[src/rtl/reward_pkg.sv]
// Shared types for the reward packer: packet and FBType codes,
// FSM states, and the fixed-priority trigger pick.
package reward_pkg;

    typedef enum logic [2:0] {
        PKT_HB   = 3'd0,
        PKT_CHE  = 3'd1,
        PKT_INV  = 3'd2,
        PKT_MR   = 3'd3,
        PKT_TS   = 3'd4,
        PKT_DATA = 3'd5,
        PKT_SOS  = 3'd6
    } pkt_type_e;

    typedef enum logic [2:0] {
        FB_HB_RIP  = 3'd0,
        FB_INV_RIP = 3'd1,
        FB_MR      = 3'd2,
        FB_FWD     = 3'd3,
        FB_OWN_INV = 3'd4,
        FB_TS      = 3'd5,
        FB_SRC     = 3'd6,
        FB_NONE    = 3'd7
    } fb_type_e;

    typedef enum logic [1:0] {
        ST_IDLE = 2'd0,
        ST_PACK = 2'd1,
        ST_HOLD = 2'd2
    } state_e;

    localparam logic [63:0] BROADCAST_ID = '1;

    // Forwarding beats own traffic, which beats rippling.
    function automatic fb_type_e pick_fb(input logic [6:0] p);
        if (p[3])      return FB_FWD;
        else if (p[6]) return FB_SRC;
        else if (p[5]) return FB_TS;
        else if (p[4]) return FB_OWN_INV;
        else if (p[2]) return FB_MR;
        else if (p[1]) return FB_INV_RIP;
        else if (p[0]) return FB_HB_RIP;
        else           return FB_NONE;
    endfunction

endpackage

[src/rtl/reward_packer_if.sv]
// Packet bus from the reward packer to the CSMA/TDMA transmitter.
// valid/ready handshake; fields stay stable while valid is high.
interface reward_packer_if #(
    parameter int WORD_WIDTH = 16
);
    logic [WORD_WIDTH-1:0] rSourceID;
    logic [WORD_WIDTH-1:0] rEnergyLeft;
    logic [WORD_WIDTH-1:0] rQValue;
    logic [WORD_WIDTH-1:0] rSourceHops;
    logic [WORD_WIDTH-1:0] rDestinationID;
    logic [WORD_WIDTH-1:0] rPacketType;
    logic [WORD_WIDTH-1:0] rChosenCH;
    logic [WORD_WIDTH-1:0] rHopsFromCH;
    logic                  pkt_valid;
    logic                  pkt_ready;
    logic [2:0]            fbType;

    modport master (
        output rSourceID, rEnergyLeft, rQValue, rSourceHops,
        output rDestinationID, rPacketType, rChosenCH, rHopsFromCH,
        output pkt_valid, fbType,
        input  pkt_ready
    );

    modport slave (
        input  rSourceID, rEnergyLeft, rQValue, rSourceHops,
        input  rDestinationID, rPacketType, rChosenCH, rHopsFromCH,
        input  pkt_valid, fbType,
        output pkt_ready
    );
endinterface

[src/rtl/reward_timer.sv]
// Down-counting timeout: load wins over clear, counting stops at 0,
// expire_pulse flags the tick that takes the count from 1 to 0.
module reward_timer #(
    parameter int WORD_WIDTH = 16,
    parameter int LOAD       = 10
) (
    input  logic                  clk,
    input  logic                  nrst,
    input  logic                  load,
    input  logic                  tick,
    input  logic                  clr,
    output logic [WORD_WIDTH-1:0] count,
    output logic                  expire_pulse
);

    assign expire_pulse = tick & ~load & ~clr &
                          (count == WORD_WIDTH'(1));

    always_ff @(posedge clk or negedge nrst) begin
        if (!nrst) begin
            count <= '0;
        end else if (load) begin
            count <= WORD_WIDTH'(LOAD);
        end else if (clr) begin
            count <= '0;
        end else if (tick && count != '0) begin
            count <= count - WORD_WIDTH'(1);
        end
    end

endmodule

[src/rtl/reward_packer.sv]
// Reward packer: latches send triggers into a pending set, picks one
// by fixed priority and presents it to the transmitter over valid/ready.
module reward_packer
    import reward_pkg::*;
#(
    parameter int WORD_WIDTH   = 16,
    parameter int MAX_INV_HOPS = 4,
    parameter int MR_TIMEOUT   = 10,
    parameter int TS_TIMEOUT   = 10,
    parameter int SINK_ID      = 0
) (
    input  logic                  clk,
    input  logic                  nrst,
    input  logic                  en,
    input  logic [2:0]            fPacketType,
    input  logic                  iAmDestination,
    input  logic                  role,
    input  logic                  sendData,
    input  logic                  tick,
    input  logic                  round_clr,
    input  logic [WORD_WIDTH-1:0] myNodeID,
    input  logic [WORD_WIDTH-1:0] hopsFromSink,
    input  logic [WORD_WIDTH-1:0] myQValue,
    input  logic [WORD_WIDTH-1:0] myEnergy,
    input  logic [WORD_WIDTH-1:0] chosenCH,
    input  logic [WORD_WIDTH-1:0] hopsFromCH,
    input  logic [WORD_WIDTH-1:0] mNodeID,
    output logic                  busy,
    reward_packer_if.master       pkt
);

    localparam logic [WORD_WIDTH-1:0] BCAST = WORD_WIDTH'(BROADCAST_ID);
    localparam logic [WORD_WIDTH-1:0] SINK  = WORD_WIDTH'(SINK_ID);

    function automatic logic [WORD_WIDTH-1:0] ext(input logic [2:0] t);
        return WORD_WIDTH'(t);
    endfunction

    state_e                state_q, state_nxt;
    logic [6:0]            pending_q, pending_nxt;
    logic [6:0]            set_vec, clr_mask;
    fb_type_e              sel, fb_q;
    logic                  hb_lock_q, inv_lock_q, role_q;
    logic                  hb_lock_eff, inv_lock_eff;
    logic                  t_hb, t_inv, t_fwd, t_own;
    logic [2:0]            fwd_type_q;
    logic                  mr_load, mr_expire, ts_load, ts_expire;
    logic                  accept;
    logic [WORD_WIDTH-1:0] mr_count;
    logic [WORD_WIDTH-1:0] ts_count_unused;

    logic [WORD_WIDTH-1:0] src_q, nrg_q, qv_q, shops_q;
    logic [WORD_WIDTH-1:0] dst_q, ptype_q, ch_q, hch_q;

    // round_clr releases the locks before this cycle's triggers look at them
    assign hb_lock_eff  = hb_lock_q & ~round_clr;
    assign inv_lock_eff = inv_lock_q & ~round_clr;

    assign t_hb  = en & (fPacketType == PKT_HB) & ~hb_lock_eff;
    assign t_inv = en & (fPacketType == PKT_INV) & ~role &
                   (hopsFromCH < WORD_WIDTH'(MAX_INV_HOPS)) &
                   ~inv_lock_eff;
    assign t_fwd = en & iAmDestination &
                   ((fPacketType == PKT_DATA) |
                    (fPacketType == PKT_SOS));
    assign t_own = role & ~role_q;

    assign accept  = (state_q == ST_HOLD) & pkt.pkt_ready;
    assign mr_load = t_inv & ((mr_count == '0) | round_clr);
    assign ts_load = accept & (fb_q == FB_OWN_INV);

    assign set_vec = {sendData, ts_expire, t_own, t_fwd,
                      mr_expire, t_inv, t_hb};

    reward_timer #(
        .WORD_WIDTH (WORD_WIDTH),
        .LOAD       (MR_TIMEOUT)
    ) u_mr_timer (
        .clk          (clk),
        .nrst         (nrst),
        .load         (mr_load),
        .tick         (tick),
        .clr          (round_clr),
        .count        (mr_count),
        .expire_pulse (mr_expire)
    );

    reward_timer #(
        .WORD_WIDTH (WORD_WIDTH),
        .LOAD       (TS_TIMEOUT)
    ) u_ts_timer (
        .clk          (clk),
        .nrst         (nrst),
        .load         (ts_load),
        .tick         (tick),
        .clr          (round_clr),
        .count        (ts_count_unused),
        .expire_pulse (ts_expire)
    );

    assign sel = pick_fb(pending_q);

    always_comb begin
        clr_mask = '0;
        if (state_q == ST_PACK) begin
            clr_mask = 7'(1) << sel;
        end
        // a trigger landing on the bit being packed survives the clear
        pending_nxt = (pending_q & ~clr_mask) | set_vec;
    end

    always_comb begin
        state_nxt = state_q;
        unique case (state_q)
            ST_IDLE: begin
                if ((pending_q | set_vec) != '0) state_nxt = ST_PACK;
            end
            ST_PACK: state_nxt = ST_HOLD;
            ST_HOLD: begin
                if (pkt.pkt_ready) begin
                    if ((pending_q | set_vec) != '0) begin
                        state_nxt = ST_PACK;
                    end else begin
                        state_nxt = ST_IDLE;
                    end
                end
            end
            default: state_nxt = ST_IDLE;
        endcase
    end

    always_ff @(posedge clk or negedge nrst) begin
        if (!nrst) begin
            state_q    <= ST_IDLE;
            pending_q  <= '0;
            hb_lock_q  <= 1'b0;
            inv_lock_q <= 1'b0;
            role_q     <= 1'b0;
            fwd_type_q <= PKT_DATA;
        end else begin
            state_q    <= state_nxt;
            pending_q  <= pending_nxt;
            hb_lock_q  <= hb_lock_eff | t_hb;
            inv_lock_q <= inv_lock_eff | t_inv;
            role_q     <= role;
            if (t_fwd && (!pending_q[3] || clr_mask[3])) begin
                fwd_type_q <= fPacketType;
            end
        end
    end

    always_ff @(posedge clk or negedge nrst) begin
        if (!nrst) begin
            src_q   <= '0;
            nrg_q   <= '0;
            qv_q    <= '0;
            shops_q <= '0;
            dst_q   <= '0;
            ptype_q <= '0;
            ch_q    <= '0;
            hch_q   <= '0;
            fb_q    <= FB_NONE;
        end else if (state_q == ST_PACK) begin
            src_q   <= myNodeID;
            nrg_q   <= myEnergy;
            qv_q    <= myQValue;
            shops_q <= hopsFromSink;
            ch_q    <= chosenCH;
            hch_q   <= '0;
            fb_q    <= sel;
            unique case (sel)
                FB_HB_RIP: begin
                    ptype_q <= ext(PKT_HB);
                    dst_q   <= SINK;
                end
                FB_INV_RIP: begin
                    ptype_q <= ext(PKT_INV);
                    dst_q   <= BCAST;
                    hch_q   <= hopsFromCH + WORD_WIDTH'(1);
                end
                FB_MR: begin
                    ptype_q <= ext(PKT_MR);
                    dst_q   <= chosenCH;
                    hch_q   <= hopsFromCH;
                end
                FB_FWD: begin
                    ptype_q <= ext(fwd_type_q);
                    dst_q   <= mNodeID;
                end
                FB_OWN_INV: begin
                    ptype_q <= ext(PKT_INV);
                    dst_q   <= BCAST;
                    ch_q    <= myNodeID;
                end
                FB_TS: begin
                    ptype_q <= ext(PKT_TS);
                    dst_q   <= BCAST;
                    ch_q    <= myNodeID;
                end
                FB_SRC: begin
                    ptype_q <= ext(PKT_DATA);
                    dst_q   <= SINK;
                end
                default: begin
                    ptype_q <= '0;
                    dst_q   <= '0;
                end
            endcase
        end else if (accept) begin
            fb_q <= FB_NONE;
        end
    end

    assign pkt.rSourceID      = src_q;
    assign pkt.rEnergyLeft    = nrg_q;
    assign pkt.rQValue        = qv_q;
    assign pkt.rSourceHops    = shops_q;
    assign pkt.rDestinationID = dst_q;
    assign pkt.rPacketType    = ptype_q;
    assign pkt.rChosenCH      = ch_q;
    assign pkt.rHopsFromCH    = hch_q;
    assign pkt.pkt_valid      = (state_q == ST_HOLD);
    assign pkt.fbType         = fb_q;
    assign busy               = (state_q != ST_IDLE);

endmodule

[src/flat_wrapper.sv]
// flat-port wrapper written by rule: the top's interface ports become plain ports
module reward_packer_flat import reward_pkg::*;
#(
    parameter int WORD_WIDTH   = 16,
    parameter int MAX_INV_HOPS = 4,
    parameter int MR_TIMEOUT   = 10,
    parameter int TS_TIMEOUT   = 10,
    parameter int SINK_ID      = 0
)
  (clk, nrst, en, fPacketType, iAmDestination, role, sendData, tick, round_clr, myNodeID, hopsFromSink, myQValue, myEnergy, chosenCH, hopsFromCH, mNodeID, busy, pkt_rSourceID, pkt_rEnergyLeft, pkt_rQValue, pkt_rSourceHops, pkt_rDestinationID, pkt_rPacketType, pkt_rChosenCH, pkt_rHopsFromCH, pkt_pkt_valid, pkt_fbType, pkt_pkt_ready);
  reward_packer_if #(.WORD_WIDTH(WORD_WIDTH)) pkt_i ();
  input  logic clk;
  input  logic nrst;
  input  logic en;
  input  logic [2:0] fPacketType;
  input  logic iAmDestination;
  input  logic role;
  input  logic sendData;
  input  logic tick;
  input  logic round_clr;
  input  logic [WORD_WIDTH-1:0] myNodeID;
  input  logic [WORD_WIDTH-1:0] hopsFromSink;
  input  logic [WORD_WIDTH-1:0] myQValue;
  input  logic [WORD_WIDTH-1:0] myEnergy;
  input  logic [WORD_WIDTH-1:0] chosenCH;
  input  logic [WORD_WIDTH-1:0] hopsFromCH;
  input  logic [WORD_WIDTH-1:0] mNodeID;
  output logic busy;
  output wire logic [$bits(pkt_i.rSourceID)-1:0] pkt_rSourceID;
  output wire logic [$bits(pkt_i.rEnergyLeft)-1:0] pkt_rEnergyLeft;
  output wire logic [$bits(pkt_i.rQValue)-1:0] pkt_rQValue;
  output wire logic [$bits(pkt_i.rSourceHops)-1:0] pkt_rSourceHops;
  output wire logic [$bits(pkt_i.rDestinationID)-1:0] pkt_rDestinationID;
  output wire logic [$bits(pkt_i.rPacketType)-1:0] pkt_rPacketType;
  output wire logic [$bits(pkt_i.rChosenCH)-1:0] pkt_rChosenCH;
  output wire logic [$bits(pkt_i.rHopsFromCH)-1:0] pkt_rHopsFromCH;
  output wire logic [$bits(pkt_i.pkt_valid)-1:0] pkt_pkt_valid;
  output wire logic [$bits(pkt_i.fbType)-1:0] pkt_fbType;
  input wire logic [$bits(pkt_i.pkt_ready)-1:0] pkt_pkt_ready;
  assign pkt_rSourceID = pkt_i.rSourceID;
  assign pkt_rEnergyLeft = pkt_i.rEnergyLeft;
  assign pkt_rQValue = pkt_i.rQValue;
  assign pkt_rSourceHops = pkt_i.rSourceHops;
  assign pkt_rDestinationID = pkt_i.rDestinationID;
  assign pkt_rPacketType = pkt_i.rPacketType;
  assign pkt_rChosenCH = pkt_i.rChosenCH;
  assign pkt_rHopsFromCH = pkt_i.rHopsFromCH;
  assign pkt_pkt_valid = pkt_i.pkt_valid;
  assign pkt_fbType = pkt_i.fbType;
  assign pkt_i.pkt_ready = pkt_pkt_ready;
  reward_packer #(.WORD_WIDTH(WORD_WIDTH), .MAX_INV_HOPS(MAX_INV_HOPS), .MR_TIMEOUT(MR_TIMEOUT), .TS_TIMEOUT(TS_TIMEOUT), .SINK_ID(SINK_ID)) u_core (.clk(clk), .nrst(nrst), .en(en), .fPacketType(fPacketType), .iAmDestination(iAmDestination), .role(role), .sendData(sendData), .tick(tick), .round_clr(round_clr), .myNodeID(myNodeID), .hopsFromSink(hopsFromSink), .myQValue(myQValue), .myEnergy(myEnergy), .chosenCH(chosenCH), .hopsFromCH(hopsFromCH), .mNodeID(mNodeID), .busy(busy), .pkt(pkt_i));
endmodule
[config.mk]
export PLATFORM = sky130hd
export DESIGN_NAME = reward_packer_flat
export DESIGN_NICKNAME = d
export VERILOG_FILES = /design/src/rtl/reward_pkg.sv /design/src/rtl/reward_packer_if.sv /design/src/rtl/reward_timer.sv /design/src/rtl/reward_packer.sv /design/src/flat_wrapper.sv
export SDC_FILE = /design/constraint.sdc
export NUM_CORES = 1
export LEC_CHECK = 0
export ABC_AREA = 1
export CAP_MARGIN = 5
export CORE_MARGIN = 8
export CORE_UTILIZATION = 25
export CTS_BUF_LIST = sky130_fd_sc_hd__clkbuf_8
export DETAILED_ROUTE_END_ITERATION = 6
export GPL_ROUTABILITY_DRIVEN = 0
export PLACE_DENSITY = 0.55
export SYNTH_ARGS = -nofsm -noshare
export SYNTH_HDL_FRONTEND = slang
export SYNTH_HIERARCHICAL = 1
export SYNTH_SLANG_ARGS = --single-unit
[constraint.sdc]
create_clock -name clk -period 2.49 [get_ports clk]
set_input_delay 0.498 -clock clk [delete_from_list [all_inputs] [get_ports clk]]
set_output_delay 0.498 -clock clk [all_outputs]
set_load 0.005 [all_outputs]
# After elaboration in Yosys (flattened, before gate mapping)
# Cells that the tools add are included.
[totals]
reg_bits = 178
out_inout_bits = 133
input_bits = 124
elab_cells = 116
[classes]
n_addsub = 3
mux = 24
shifts = 1
n_reduce_logical = 19
eq_ne = 16
n_bitwise = 35
order_cmp = 1
[op_table]
columns = ["cell", "n"]
rows = [
  ["$mux W16", 7],
  ["$pmux W16 S3", 1],
  ["$eq A16 B1 Y1 const B", 2],
  ["$pmux W16 S2", 1],
  ["$reduce_bool A16 Y1", 2],
  ["$sub A16 B1 Y16 const B", 2],
  ["$mux W3", 9],
  ["$and A1 B1 Y1", 20],
  ["$eq A3 B3 Y1 const B", 6],
  ["$add A16 B1 Y16 const B", 1],
  ["$logic_not A16 Y1", 1],
  ["$lt A16 B3 Y1 const B", 1],
  ["$pmux W3 S5", 1],
  ["$or A7 B7 Y7", 2],
  ["$eq A3 B2 Y1 const B", 3],
  ["$and A7 B7 Y7", 1],
  ["$mux W7", 1],
  ["$not A1 Y1", 7],
  ["$not A7 Y7", 1],
  ["$reduce_bool A7 Y1", 1],
  ["$shl A1 B3 Y7 const A", 1],
  ["$pmux W2 S3", 1],
  ["$reduce_bool A3 Y1", 2],
  ["$mux W2", 2],
  ["other kinds (15)", 23],
]

# Longest topological paths before layout
[logic_depth]
ltp_word = 15
mapped_depth = 14
ltp_nobuf = 14

# Modules after synthesis
# The synthesis kept the hierarchy.
[by_module_without_submodules]
columns = ["module", "seq_area_each_um2", "area_per_inst_um2", "cells_each", "n_inst"]
rows = [
  ["reward_packer", 3334.4, 6541.3, 877, 1],
  ["reward_timer", 400.4, 1128.6, 167, 2],
]

# Worst setup path after synthesis
# Ideal clock, no wire load.
[synth_path]
kind = "register to register"
start = "reg u_core.state_q[0]"
end = "reg u_core.state_q[0]"
required_time_ns = 2.367
t_arrival_ns = 2.052
path_stages_with_launch = 13
slack_ns = 0.315
setup_ns = 0.123
synth_period_minus_slack_ns = 2.175
path_buffers = 0
path_cell_list = "dfrtp_1 nor2_1 nand2_1 nor4_1 nor2_2 nand4_1 nor4_1 inv_1 nand4_1 nor2_1 nand4_1 nor2_1 a21oi_1"
[synth_via]
elab_chain_cells = 12
elab_cells_between_ends = 17
cone_classes = "eq/ne (4); mux (3); bitwise (7); reduce/logical (3)"
[synth_rtl]
columns = ["element", "line", "source"]
rows = [
  ["start, declared", "reward_packer.sv:39", "state_e state_q, state_nxt;"],
  ["start signal, assigned", "reward_packer.sv:141", "state_q <= state_nxt;"],
  ["$eq A2 B2 Y1 (*)", "--", ""],
  ["net pkt_pkt_valid", "flat_wrapper.sv:37", "output wire logic [$bits(pkt_i.pkt_valid)-1:0] pkt_pkt_valid;"],
  ["$and A1 B1 Y1 (*)", "reward_packer.sv:68", "assign accept = (state_q == ST_HOLD) & pkt.pkt_ready;"],
  ["$and A1 B1 Y1 (*)", "reward_packer.sv:70", "assign ts_load = accept & (fb_q == FB_OWN_INV);"],
  ["net u_core.ts_load", "reward_packer.sv:47", "logic mr_load, mr_expire, ts_load, ts_expire;"],
  ["$not A1 Y1 (*)", "reward_timer.sv:16", "assign expire_pulse = tick & ~load & ~clr &"],
  ["$and A1 B1 Y1 (*) (3 in series)", "reward_timer.sv:16", ""],
  ["net u_core.ts_expire", "reward_packer.sv:47", ""],
  ["$or A7 B7 Y7 (*)", "reward_packer.sv:116, reward_packer.sv:121", ""],
  ["$reduce_bool A7 Y1 (*)", "reward_packer.sv:116, reward_packer.sv:121", ""],
  ["$mux W1", "reward_packer.sv:121", "if ((pending_q | set_vec) != '0) begin"],
  ["$mux W2", "reward_packer.sv:120", "if (pkt.pkt_ready) begin"],
  ["$pmux W2 S3", "reward_packer.sv:114", "unique case (state_q)"],
]
# The timed path passes the listed nets; every way through them passes the cells marked *. The select of a mux whose other input is x is not followed.
# A chain may end at the register's enable or synchronous reset.

# Worst setup path in the final report
[layout_path]
start = "reg u_core.state_q[1]"
end = "out pkt_pkt_valid"
[layout_via]
elab_chain_cells = 1
[layout_rtl]
columns = ["element", "line", "source"]
rows = [
  ["$eq A2 B2 Y1", "reward_packer.sv:222", "assign pkt.pkt_valid = (state_q == ST_HOLD);"],
  ["end, declared", "flat_wrapper.sv:37", ""],
]
# Every way passes these cells.

==> impl_metrics.tcl <==
set metrics [dict create \
    status "complete, no violations" \
    initial_core_util_pct 25.4 \
    io_pins 257 \
    final_antenna_net_count 0 \
    p_leak_nw 6.14 \
    antenna_found_initial 1 \
    reg2reg_depth 13 \
    drtIter0Drc 406 \
    setup.worst_path.end_class "output pin" \
    final-hold-violation-count 0 \
    ys_seq_area_share_pct 47.0 \
    globalRoute.totalOverflow 0 \
    grt_pass1_wl_um 47300 \
    worstHoldStart "u_core/pkt.rEnergyLeft[2]" \
    power_density_mw_per_mm2 1160 \
    drcViolationCount 0 \
    port_buffers 243 \
    synth_ff_type "dfrtp_1" \
    peakVddDrop_v 0.000519 \
    ys_types 39 \
    cap_violations 0 \
    cts.clk_slew.worst_paths_ns 0.09 \
    final_area_mm2 0.0124 \
    worst_pin_slew_ns 0.680 \
    rows 68 \
    core_area_mm2 0.0346 \
    fp.dieW_um 204 \
    ys_async_sr_fraction_pct 100 \
    grt_pass1_vias 8503 \
    period_minus_slack_ns 2.21 \
    worstSetupPathType "register to output pin" \
    relSlewSlack_pct 54.7 \
    syn_to_final_growth_pct 41.1 \
    setup_viol 0 \
    hold_path_class "register to register" \
    drt_first_pass_iters 4 \
    synth-seq-cells 165 \
    slew_violations 0 \
    cts_buffers 17 \
    syn-cell-area_mm2 0.00880 \
    min_path_cells 2 \
    clock_path_buffers 2 \
    htree_levels 4 \
    worstSetupStartpointType "register" \
    final_common_cell "nand2_1" \
    fin_cells 1952 \
    period_share_pct 88.7 \
    worstHoldEndpoint "u_core/pkt.rEnergyLeft[2]" \
    num_vias 8423 \
    final_nets 1612 \
    mostFrequentLayoutCells "nand2_1, clkdlybuf4s50_1, dfrtp_1" \
    critical_path.max_fanout 3 \
    final_util_pct 35.9 \
    finalClockSkew_ns 0.0169 \
    fp.dieArea_mm2 0.0415 \
    avgRoutedWirePerCell_um 15.5 \
    reg2reg_to "u_core/state_q[0]" \
    clkSinkCount 165 \
    dp.cells 1918 \
    track_usage_pct 14.4 \
    cts_tree "built" \
    cts_root_buffer "clkbuf_8" \
    required_ns 1.99 \
    grt_max_degree 123 \
    routed_wl_um 30200 \
    place_area_mm2 0.0120 \
    hpwl_um 22700 \
    ys.warnings.count 6 \
    worstSkewPairLatency_ns 0.49 \
    cp-startpoint "u_core/state_q[1]" \
    arrival_ns 1.71 \
    drive_above_1_share_pct 9.36 \
    vias_per_cell 4.32 \
    netlist_instances 1211 \
    fmaxAchievable_mhz 453 \
    avgSynthCellArea_um2 7.27 \
    rsz0062_at_grt "no" \
    regToRegSetupSlack_ns 0.38 \
    fp.dieH_um 204 \
    synth_edf_count 0 \
    cts_setup_buffers 0 \
    reg2reg_from "u_core/u_mr_timer/count[3]" \
]
flip-flops by register name, summed over array words and instances (netlist names):
| register | count |
|---|---|
| u_core/pkt.rChosenCH | 16 |
| u_core/pkt.rDestinationID | 16 |
| u_core/pkt.rEnergyLeft | 16 |
| u_core/pkt.rHopsFromCH | 16 |
| u_core/pkt.rQValue | 16 |
| u_core/pkt.rSourceHops | 16 |
| u_core/pkt.rSourceID | 16 |
| u_core/u_mr_timer/count | 16 |
| u_core/u_ts_timer/count | 16 |
| u_core/pending_q | 7 |
| u_core/fwd_type_q | 3 |
| u_core/pkt.fbType | 3 |
| u_core/pkt.rPacketType | 3 |
| u_core/state_q | 2 |
| u_core/hb_lock_q | 1 |
| u_core/inv_lock_q | 1 |
| u_core/role_q | 1 |
cell families after synthesis:
| family | after synthesis | share of synthesized area, % |
|---|---|---|
| adders and majority gates | 5 | 0.711 |
| and+or+nand+nor | 787 | 37.6 |
| other | 1 | 0.0426 |
| buffers and inverters | 146 | 7.48 |
| DFF | 165 | 47.0 |
| xor gates and xnor gates | 12 | 1.19 |
| AOI/OAI and AO/OA | 95 | 5.93 |
worst max-delay path by stage:
stage / slack [ns] / to / cells after the start
finish: 0.28 / pkt_pkt_valid / 3
floorplan: 0.32 / u_core/state_q[0] / 12
global placement: -0.13 / u_core/state_q[0] / 16
CTS: 0.21 / pkt_pkt_valid / 3
detailed placement: -0.17 / u_core/state_q[0] / 16
global route: 0.10 / u_core/state_q[0] / 16
metrics by stage:
step	total power [mW]	hold slack (ns)	TNS (ns)	setup WS, ns
2_1_floorplan	8.74	0.202	0	0.315
3_5_place_dp	12.4	0.457	-0.387	-0.169
4_1_cts	14.7	0.480	0	0.215
6_report	14.5	0.474	0	0.281
3_3_place_gp	12.3	0.451	-0.139	-0.134
5_1_grt	15.8	0.493	0	0.102
worst max-delay path, stage by stage, from the launching register on:
cell and delay (ns):
dfrtp_1 0.40, inv_1 0.08, nor2_1 0.20, clkdlybuf4s50_1 0.56
per-layer routing:
layer	track usage [%]	part of all wire, %
met1	17.8	45
met2	24.4	49
met3	3.28	4.9
met4	4.84	1.7
met5	0	0
where the power goes:
| part | leakage (nW) | switching [mW] | total (mW) | internal (mW) |
|---|---|---|---|---|
| combinational | 3.87 | 4.18 | 7.49 | 3.32 |
| clock | 0.225 | 1.15 | 2.27 | 1.12 |
| sequential | 2.05 | 0.791 | 4.69 | 3.90 |
| total | 6.14 | 6.12 | 14.5 | 8.34 |
cell usage after synthesis (all sizes together) (3+ instances only):
| cell | instances | area, um2 |
|---|---|---|
| dfstp | 5 | 131 |
| inv | 98 | 368 |
| nand4 | 25 | 156 |
| nand3 | 43 | 233 |
| nor4 | 7 | 43.8 |
| xnor2 | 4 | 35.0 |
| xor2 | 8 | 70.1 |
| dfrtp | 160 | 4000 |
| nor2 | 145 | 613 |
| buf | 33 | 234 |
| ha | 5 | 62.6 |
| a21oi | 49 | 257 |
| o21ai | 40 | 223 |
| clkbuf | 15 | 56.3 |
| nand2 | 557 | 2200 |
| o21bai | 3 | 22.5 |
| nor3 | 8 | 51.3 |
final cells by class:
| type | count | area [um2] |
|---|---|---|
| clock buffer | 17 | 234 |
| sequential | 165 | 4140 |
| timing repair buffer | 289 | 2830 |
| fill | 3670 | 22200 |
| clock inverter | 15 | 214 |
| inverter | 98 | 370 |
| tap | 455 | 569 |
| multi-input combinational | 912 | 4060 |
| antenna | 1 | 2.50 |
timing repair:
action                                  CTS  global route
resized for setup                         0             0
hold buffers                              1             0
hold endpoints to repair                 28             0
endpoints found under the setup margin    0             0
No activity file was read; power rests on OpenSTA's default activity.
